## src/rtl/fifo_pkg.sv

```systemverilog
// Shared FIFO definitions: read-mode constants and count-width helper.
package fifo_pkg;

   localparam int FWFT_REG  = 0;
   localparam int FWFT_FALL = 1;

   // Count must represent 0..DEPTH inclusive, hence one bit wider than the address.
   function automatic int cw_of(input int depth);
      return $clog2(depth) + 1;
   endfunction

endpackage

```

## src/rtl/fifo_ram.sv

```systemverilog
// Simple dual-port storage: one synchronous write port, one asynchronous read port.
module fifo_ram #(
   parameter int DEPTH  = 64,
   parameter int DATA_W = 32,
   parameter int AW     = $clog2(DEPTH)
) (
   input  logic              clk,
   input  logic              we,
   input  logic [AW-1:0]     wa,
   input  logic [DATA_W-1:0] wd,
   input  logic [AW-1:0]     ra,
   output logic [DATA_W-1:0] rd
);

   logic [DATA_W-1:0] mem [DEPTH];

   always_ff @(posedge clk) begin
      if (we) mem[wa] <= wd;
   end

   assign rd = mem[ra];

endmodule

```

## src/rtl/fifo_thr.sv

```systemverilog
// Synchronous FIFO with programmable almost-full/almost-empty levels and sticky
// overflow/underflow flags; FWFT selects fall-through or registered read data.
module fifo_thr
   import fifo_pkg::*;
#(
   parameter  int DEPTH  = 64,
   parameter  int DATA_W = 32,
   parameter  int FWFT   = 1,
   localparam int CW     = cw_of(DEPTH),
   localparam int AW     = CW - 1
) (
   input  logic              clk,
   input  logic              rst,
   input  logic              flush,
   input  logic              we,
   input  logic [DATA_W-1:0] wd,
   output logic              full,
   input  logic              re,
   output logic [DATA_W-1:0] rd,
   output logic              rd_vld,
   output logic              emp,
   output logic [CW-1:0]     cnt,
   input  logic [CW-1:0]     thr_full,
   input  logic [CW-1:0]     thr_emp,
   output logic              lvl_full,
   output logic              lvl_emp,
   output logic              ovf,
   output logic              udf,
   input  logic              err_clr
);

   logic [AW-1:0]     wr_addr;
   logic [AW-1:0]     rd_addr;
   logic [DATA_W-1:0] ram_rd;
   logic              wr_acc;
   logic              rd_acc;
   logic              ovf_evt;
   logic              udf_evt;

   assign full     = (cnt == CW'(DEPTH));
   assign emp      = (cnt == '0);
   assign lvl_full = (cnt >= thr_full);
   assign lvl_emp  = (cnt <= thr_emp);

   // Flush suppresses both acceptance and error reporting for that cycle.
   assign rd_acc  = re && !emp && !flush;
   assign wr_acc  = we && (!full || rd_acc) && !flush;
   assign ovf_evt = we && !wr_acc && !flush;
   assign udf_evt = re && emp && !flush;

   fifo_ram #(
      .DEPTH  (DEPTH),
      .DATA_W (DATA_W),
      .AW     (AW)
   ) u_ram (
      .clk (clk),
      .we  (wr_acc),
      .wa  (wr_addr),
      .wd  (wd),
      .ra  (rd_addr),
      .rd  (ram_rd)
   );

   always_ff @(posedge clk) begin
      if (rst) begin
         cnt     <= '0;
         wr_addr <= '0;
         rd_addr <= '0;
         ovf     <= 1'b0;
         udf     <= 1'b0;
      end else begin
         ovf <= ovf_evt || (ovf && !err_clr);
         udf <= udf_evt || (udf && !err_clr);
         if (flush) begin
            cnt     <= '0;
            wr_addr <= '0;
            rd_addr <= '0;
         end else begin
            if (wr_acc) wr_addr <= wr_addr + 1'b1;
            if (rd_acc) rd_addr <= rd_addr + 1'b1;
            case ({wr_acc, rd_acc})
               2'b10:   cnt <= cnt + 1'b1;
               2'b01:   cnt <= cnt - 1'b1;
               default: cnt <= cnt;
            endcase
         end
      end
   end

   if (FWFT != FWFT_REG) begin : g_fwft
      assign rd     = ram_rd;
      assign rd_vld = !emp;
   end else begin : g_reg
      logic [DATA_W-1:0] rd_q;
      logic              rd_vld_q;

      always_ff @(posedge clk) begin
         if (rst) begin
            rd_q     <= '0;
            rd_vld_q <= 1'b0;
         end else begin
            rd_vld_q <= rd_acc;
            if (rd_acc) rd_q <= ram_rd;
         end
      end

      assign rd     = rd_q;
      assign rd_vld = rd_vld_q;
   end

endmodule

```

## config.mk

```make
export PLATFORM = sky130hd
export DESIGN_NAME = fifo_thr
export DESIGN_NICKNAME = d
export VERILOG_FILES = /design/src/rtl/fifo_pkg.sv /design/src/rtl/fifo_ram.sv /design/src/rtl/fifo_thr.sv
export SDC_FILE = /design/constraint.sdc
export NUM_CORES = 2
export LEC_CHECK = 0
export ABC_AREA = 1
export CAP_MARGIN = 10
export CORE_ASPECT_RATIO = 1.5
export CORE_MARGIN = 8
export CORE_UTILIZATION = 51
export DETAILED_ROUTE_END_ITERATION = 8
export HOLD_SLACK_MARGIN = 0.08
export PLACE_DENSITY = 0.72
export SLEW_MARGIN = 0
export SYNTH_ARGS = -nofsm -noshare
export SYNTH_HDL_FRONTEND = slang
export SYNTH_SLANG_ARGS = --single-unit
export TNS_END_PERCENT = 30
```

## constraint.sdc

```tcl
create_clock -name clk -period 4 [get_ports clk]
set_clock_uncertainty 0.05 [all_clocks]
set_input_delay 0.6 -clock clk [delete_from_list [all_inputs] [get_ports clk]]
set_output_delay 0.6 -clock clk [all_outputs]
set_load 0.01 [all_outputs]
```

After elaboration in Yosys (flattened, before gate mapping)
Memory sizes are Yosys's and may differ from the RTL's. A register that Yosys moved wholly into a read port is not among the register bits.
Cells that the tools add are included.
W data, S select, Z words.
- add/sub/neg operators: 4
- magnitude comparators: 2
- eq/ne operators: 3
- multiplexer cells: 5
- reduce and logical (&&, ||, !) cells: 21
- operators by type and width (operator ; count):
    $pmux W7 S2 ; 1
    $add A6 B1 Y6 const B ; 2
    $mux W6 ; 2
    $logic_and A1 B1 Y1 ; 10
    $add A7 B1 Y7 const B ; 1
    $eq A7 B7 Y1 const B ; 1
    $ge A7 B7 Y1 ; 1
    $le A7 B7 Y1 ; 1
    $logic_not A7 Y1 ; 1
    $sub A7 B1 Y7 const B ; 1
    $logic_not A1 Y1 ; 5
    $logic_or A1 B1 Y1 ; 3
    $eq A2 B1 Y1 const B ; 1
    $eq A2 B2 Y1 const B ; 1
    $mux W1 ; 2
    $reduce_bool A2 Y1 ; 1
    $reduce_or A2 Y1 ; 1
- flip-flop bits (word level): 21
- RAM bits: 2048
- input port bits: 52
- output and inout bits: 46
- logic and storage cells: 41
- memories kept: 1
- memories (name ; depth ; width ; rd ports ; clocked after Yosys merged registers in ; write ports ; line ; RTL):
    u_ram.mem ; 64 ; 32 ; 1 ; 1 ; 1 ; fifo_ram.sv:15 ; logic [DATA_W-1:0] mem [DEPTH];

Logic depth before layout (Yosys ltp)
- word-level depth: 11
- mapped depth: 20
- depth with buffers taken out: 19

Modules after synthesis
From an unflattened synthesis, not the netlist that was laid out.
- cell total of the unflattened synthesis: 6979
- area total of the unflattened synthesis: 83825.4 µm²
- modules (own cells, without submodules) (module ; instances ; cells each ; area an instance (µm²) ; sequential area each (µm²)):
    fifo_ram ; 1 ; 6737 ; 82097.5 ; 61499.0
    fifo_thr ; 1 ; 242 ; 1727.9 ; 420.4

Worst setup path after synthesis
Ideal clock, no wire load.
- path type: input -> register
- start: in we
- end: mem u_ram.mem[11][0], enable pin
- library setup time: 0.461 ns
- data arrival time: 3.449 ns
- data required time: 3.489 ns
- path slack: 0.040 ns
- stages: 5
- buffers on the path: 1
- path through: inv_1 nor2_1 nand2_2 buf_6 nor3_1
- word-level cells in the longest chain between the ends: 4
- ends and longest elaborated chain (item ; line ; RTL):
    start: declaration ; fifo_thr.sv:15 ; input logic we,
    $logic_and A1 B1 Y1 (2 in series) ; fifo_thr.sv:47 ; assign wr_acc = we && (!full || rd_acc) && !flush;
    $mux W1 ; fifo_ram.sv:18 ; if (we) mem[wa] <= wd;
    $mux W1 (not written as such) ; fifo_ram.sv:18 ;
    end: declaration ; fifo_ram.sv:15 ;
Every way passes these cells.

==> flow_summary_export.csv <==
group,metric,value,unit
final_layout,final_util,0.586,
floorplan,start_util,0.512,
global_routing,grt_pass1_vias,55362,
floorplan,ioPinCount,98,
global_routing,antenna_found_initial,11,
floorplan,rows,182,
placed_design,dp.cells,8975,
floorplan,core_area,164000,um2
critical_path,cp_top_family,"buffers and inverters",
floorplan,die_w,347,um
timing,max_freq,242,MHz
power_and_ir_drop,powerDensity,449,nW/um2
critical_path,critPathMaxFanout,32,
job,cap_violations,0,
final_layout,layout_commonest_cell,"nand2_1",
critical_path,cpMostUsedCell,"nand3_1",
placed_design,gp_congestion,0.859,
timing,drv_slew,0,
critical_path,worstPathArrival,3.49,ns
power_and_ir_drop,power_frac_comb,0.046,
detailed_routing,drt_iter0_markers,8385,
critical_path,cp-start-kind,"flip-flop",
detailed_routing,wire_per_inst,26.4,um
global_routing,grt.overflow.total,0,
power_and_ir_drop,ir_drop,439,uV
final_layout,multi_input_area,20200,um2
critical_path,cp.required,3.35,ns
timing,rsz0062_at_grt,"yes",
detailed_routing,wl,246000,um
logic_synthesis,syn_nets,7062,
final_layout,fin_nets,7155,
logic_synthesis,synth_seq_cells,2075,
critical_path,crit_type,"reg2out",
timing,slew_headroom,0.180,
final_layout,layout_common_cells,"nand2_1 (2276), edfxtp_1 (2048), nand3_1 (1875)",
critical_path,cpMaxStageDelayCell,"clkdlybuf4s50_1",
power_and_ir_drop,p_seq_frac,0.555,
detailed_routing,viasPerCell,6.19,
placed_design,dp_hpwl,129000,um
final_layout,num-fill-cells,12324,
detailed_routing,dr.pass1.iters,8,
detailed_routing,vias,57885,
final_layout,area_growth,14.3,%
floorplan,die_h,513,um
final_layout,regArea,62100,um2
clock_tree,clock_path_buffers,3,
clock_tree,clkLatencyLatePin,0.81,ns
global_routing,grt_pass1_wl,350000,um
detailed_routing,ant_nets,0,
clock_tree,numCtsBuffers,180,
global_routing,grt_usage,0.261,
timing,period_share,1.03,
critical_path,cp_slowest_stage_delay,0.56,ns
critical_path,path_buf_inv,6,
clock_tree,cts.sinks,2075,
global_routing,grt_max_degree,119,
logic_synthesis,synth_cells,6991,
logic_synthesis,synth_cell_types,30,
power_and_ir_drop,p_leak,0.0335,uW
run_status,run_status,"finished with violations",
final_layout,layoutNonFillerInstCount,9353,
logic_synthesis,yosys_warnings,0,
timing,final_hold_viol_count,0,
logic_synthesis,ys_seq_area_frac,0.739,
hold_path,hp-class,"in2reg",
clock_tree,cts_tree,"built",
clock_tree,cts.clk_slew.worst_paths,0.06,ns
logic_synthesis,synth_area_per_cell,12.0,um2
timing,setup_slack,-0.138,ns
timing,fin_setup_tns,-0.935,ns
critical_path,path_cells,"buf_6 > inv_16 > buf_16 > buf_4 > clkbuf_16 > nand2_1 > nand3_1 > nand3_1 > nand3_1 > nand3_1 > nand2_2 > nand2_1 > nand2_1 > clkdlybuf4s50_1",
power_and_ir_drop,internal_power,33800,uW
run_status,violations,"negative setup slack",
detailed_routing,drcViolationCount,0,
timing,layout_min_cycle_time,4.14,ns
power_and_ir_drop,switching_share,0.214,
placed_design,port_buffers,97,
critical_path,end_kind,"output pin",
final_layout,drive_above_1_share,0.100,
floorplan,dieArea,178000,um2
power_and_ir_drop,p_sw,9210,uW
power_and_ir_drop,finalPower,43000,uW
timing,setup_viol,13,
power_and_ir_drop,pwr-share-clk,0.399,
logic_synthesis,synth_area,83900,um2
clock_tree,htreeDepth,4,
clock_tree,cts_root_buf,"clkbuf_16",
timing,worst_pin_slew,1.23,ns
## area by class of cell
class | count | share of cell area
Antenna cell | 6 | 0.000157
Clock buffer | 231 | 0.0501
Clock inverter | 98 | 0.00954
Inverter | 56 | 0.00271
Multi-Input combinational cell | 4410 | 0.210
Sequential cell | 2075 | 0.647
Tap cell | 2116 | 0.0276
Timing Repair Buffer | 359 | 0.0519
Timing Repair inverter | 2 | 0.000326
## metal layers
metal  GRT usage  up-vias  part of all wire
li1            -    25010                 -
met1       0.324    28201              0.35
met3      0.0470      671              0.11
met4       0.143        6             0.053
met5           0        -           0.00015
met2       0.436     3997              0.49
## flip-flops by register name, indices dropped and copies added, names as in the netlist, named ones only
name,cells
udf,1
ovf,1
cnt,7
u_ram.mem,2048
rd_addr,6
wr_addr,6
## power groups by stage
| stage | Clock [uW] | Sequential, uW | Combinational (uW) |
|---|---|---|---|
| floorplan | 0 | 24400 | 937 |
| global placement | 0 | 24400 | 1750 |
| detailed placement | 0 | 24400 | 1800 |
| CTS | 17200 | 23900 | 1880 |
| global route | 18000 | 23900 | 2120 |
| finish | 17200 | 23900 | 1980 |
## what timing repair did
action / CTS / global route
hold buffers: 1 / 0
endpoints found under the hold margin: 9 / 0
resized for setup: 95 / 98
pin swaps: 3 / 2
buffers inserted: 12 / 3
cloned: 9 / 18
setup endpoints to repair: 32 / 28
## path summary, 6_finish.rpt
path / cells past startpoint / slack (ns) / from / to
hold reg to reg: 2 / 0.43 / udf / udf
setup / recovery: 14 / -0.14 / flip-flop / rd[7]
hold / removal: 1 / 0.18 / wd[27] / u_ram.mem[23][27]
setup reg to reg: 15 / 0.89 / cnt[6] / cnt[4]
## cell families (layout without fill, tap and decap cells)
group | after synthesis | count (layout) | share of synthesized area
simple gates | 4346 | 4346 | 0.224
flops | 2075 | 2075 | 0.739
buf+inv | 506 | 746 | 0.0305
compound gates | 34 | 34 | 0.00221
fa+ha+maj | 19 | 19 | 0.00283
xor+xnor | 11 | 11 | 0.00115
other cells | 0 | 6 | 0
## stage by stage
stage,instance area [um2],hold slack [ns],setup slack [ns]
2_1_floorplan,83900,0.422,0.0401
3_3_place_gp,88500,0.403,0.477
3_5_place_dp,88500,0.415,0.461
4_1_cts,95000,0.121,-0.275
5_1_grt,95900,0.147,-0.180
6_report,95900,0.180,-0.138
## cell usage after synthesis, drive strengths merged
| master | n | share of area |
|---|---|---|
| o21bai | 1 | 0.000090 |
| o21a | 1 | 0.000090 |
| dfxtp | 27 | 0.0064 |
| nand3 | 1926 | 0.11 |
| nand2 | 2318 | 0.10 |
| xnor2 | 5 | 0.00052 |
| ha | 19 | 0.0028 |
| xor2 | 6 | 0.00063 |
| a21oi | 22 | 0.0013 |
| inv | 56 | 0.0025 |
| nor2 | 84 | 0.0038 |
| nor3 | 12 | 0.00091 |
| o21ai | 7 | 0.00042 |
| buf | 352 | 0.024 |
| clkbuf | 98 | 0.0044 |
| o2111ai | 1 | 0.00010 |
| edfxtp | 2048 | 0.73 |
| o221ai | 1 | 0.00010 |
| nand4 | 6 | 0.00045 |
| o211ai | 1 | 0.000090 |
No activity file was read; power rests on OpenSTA's default activity.
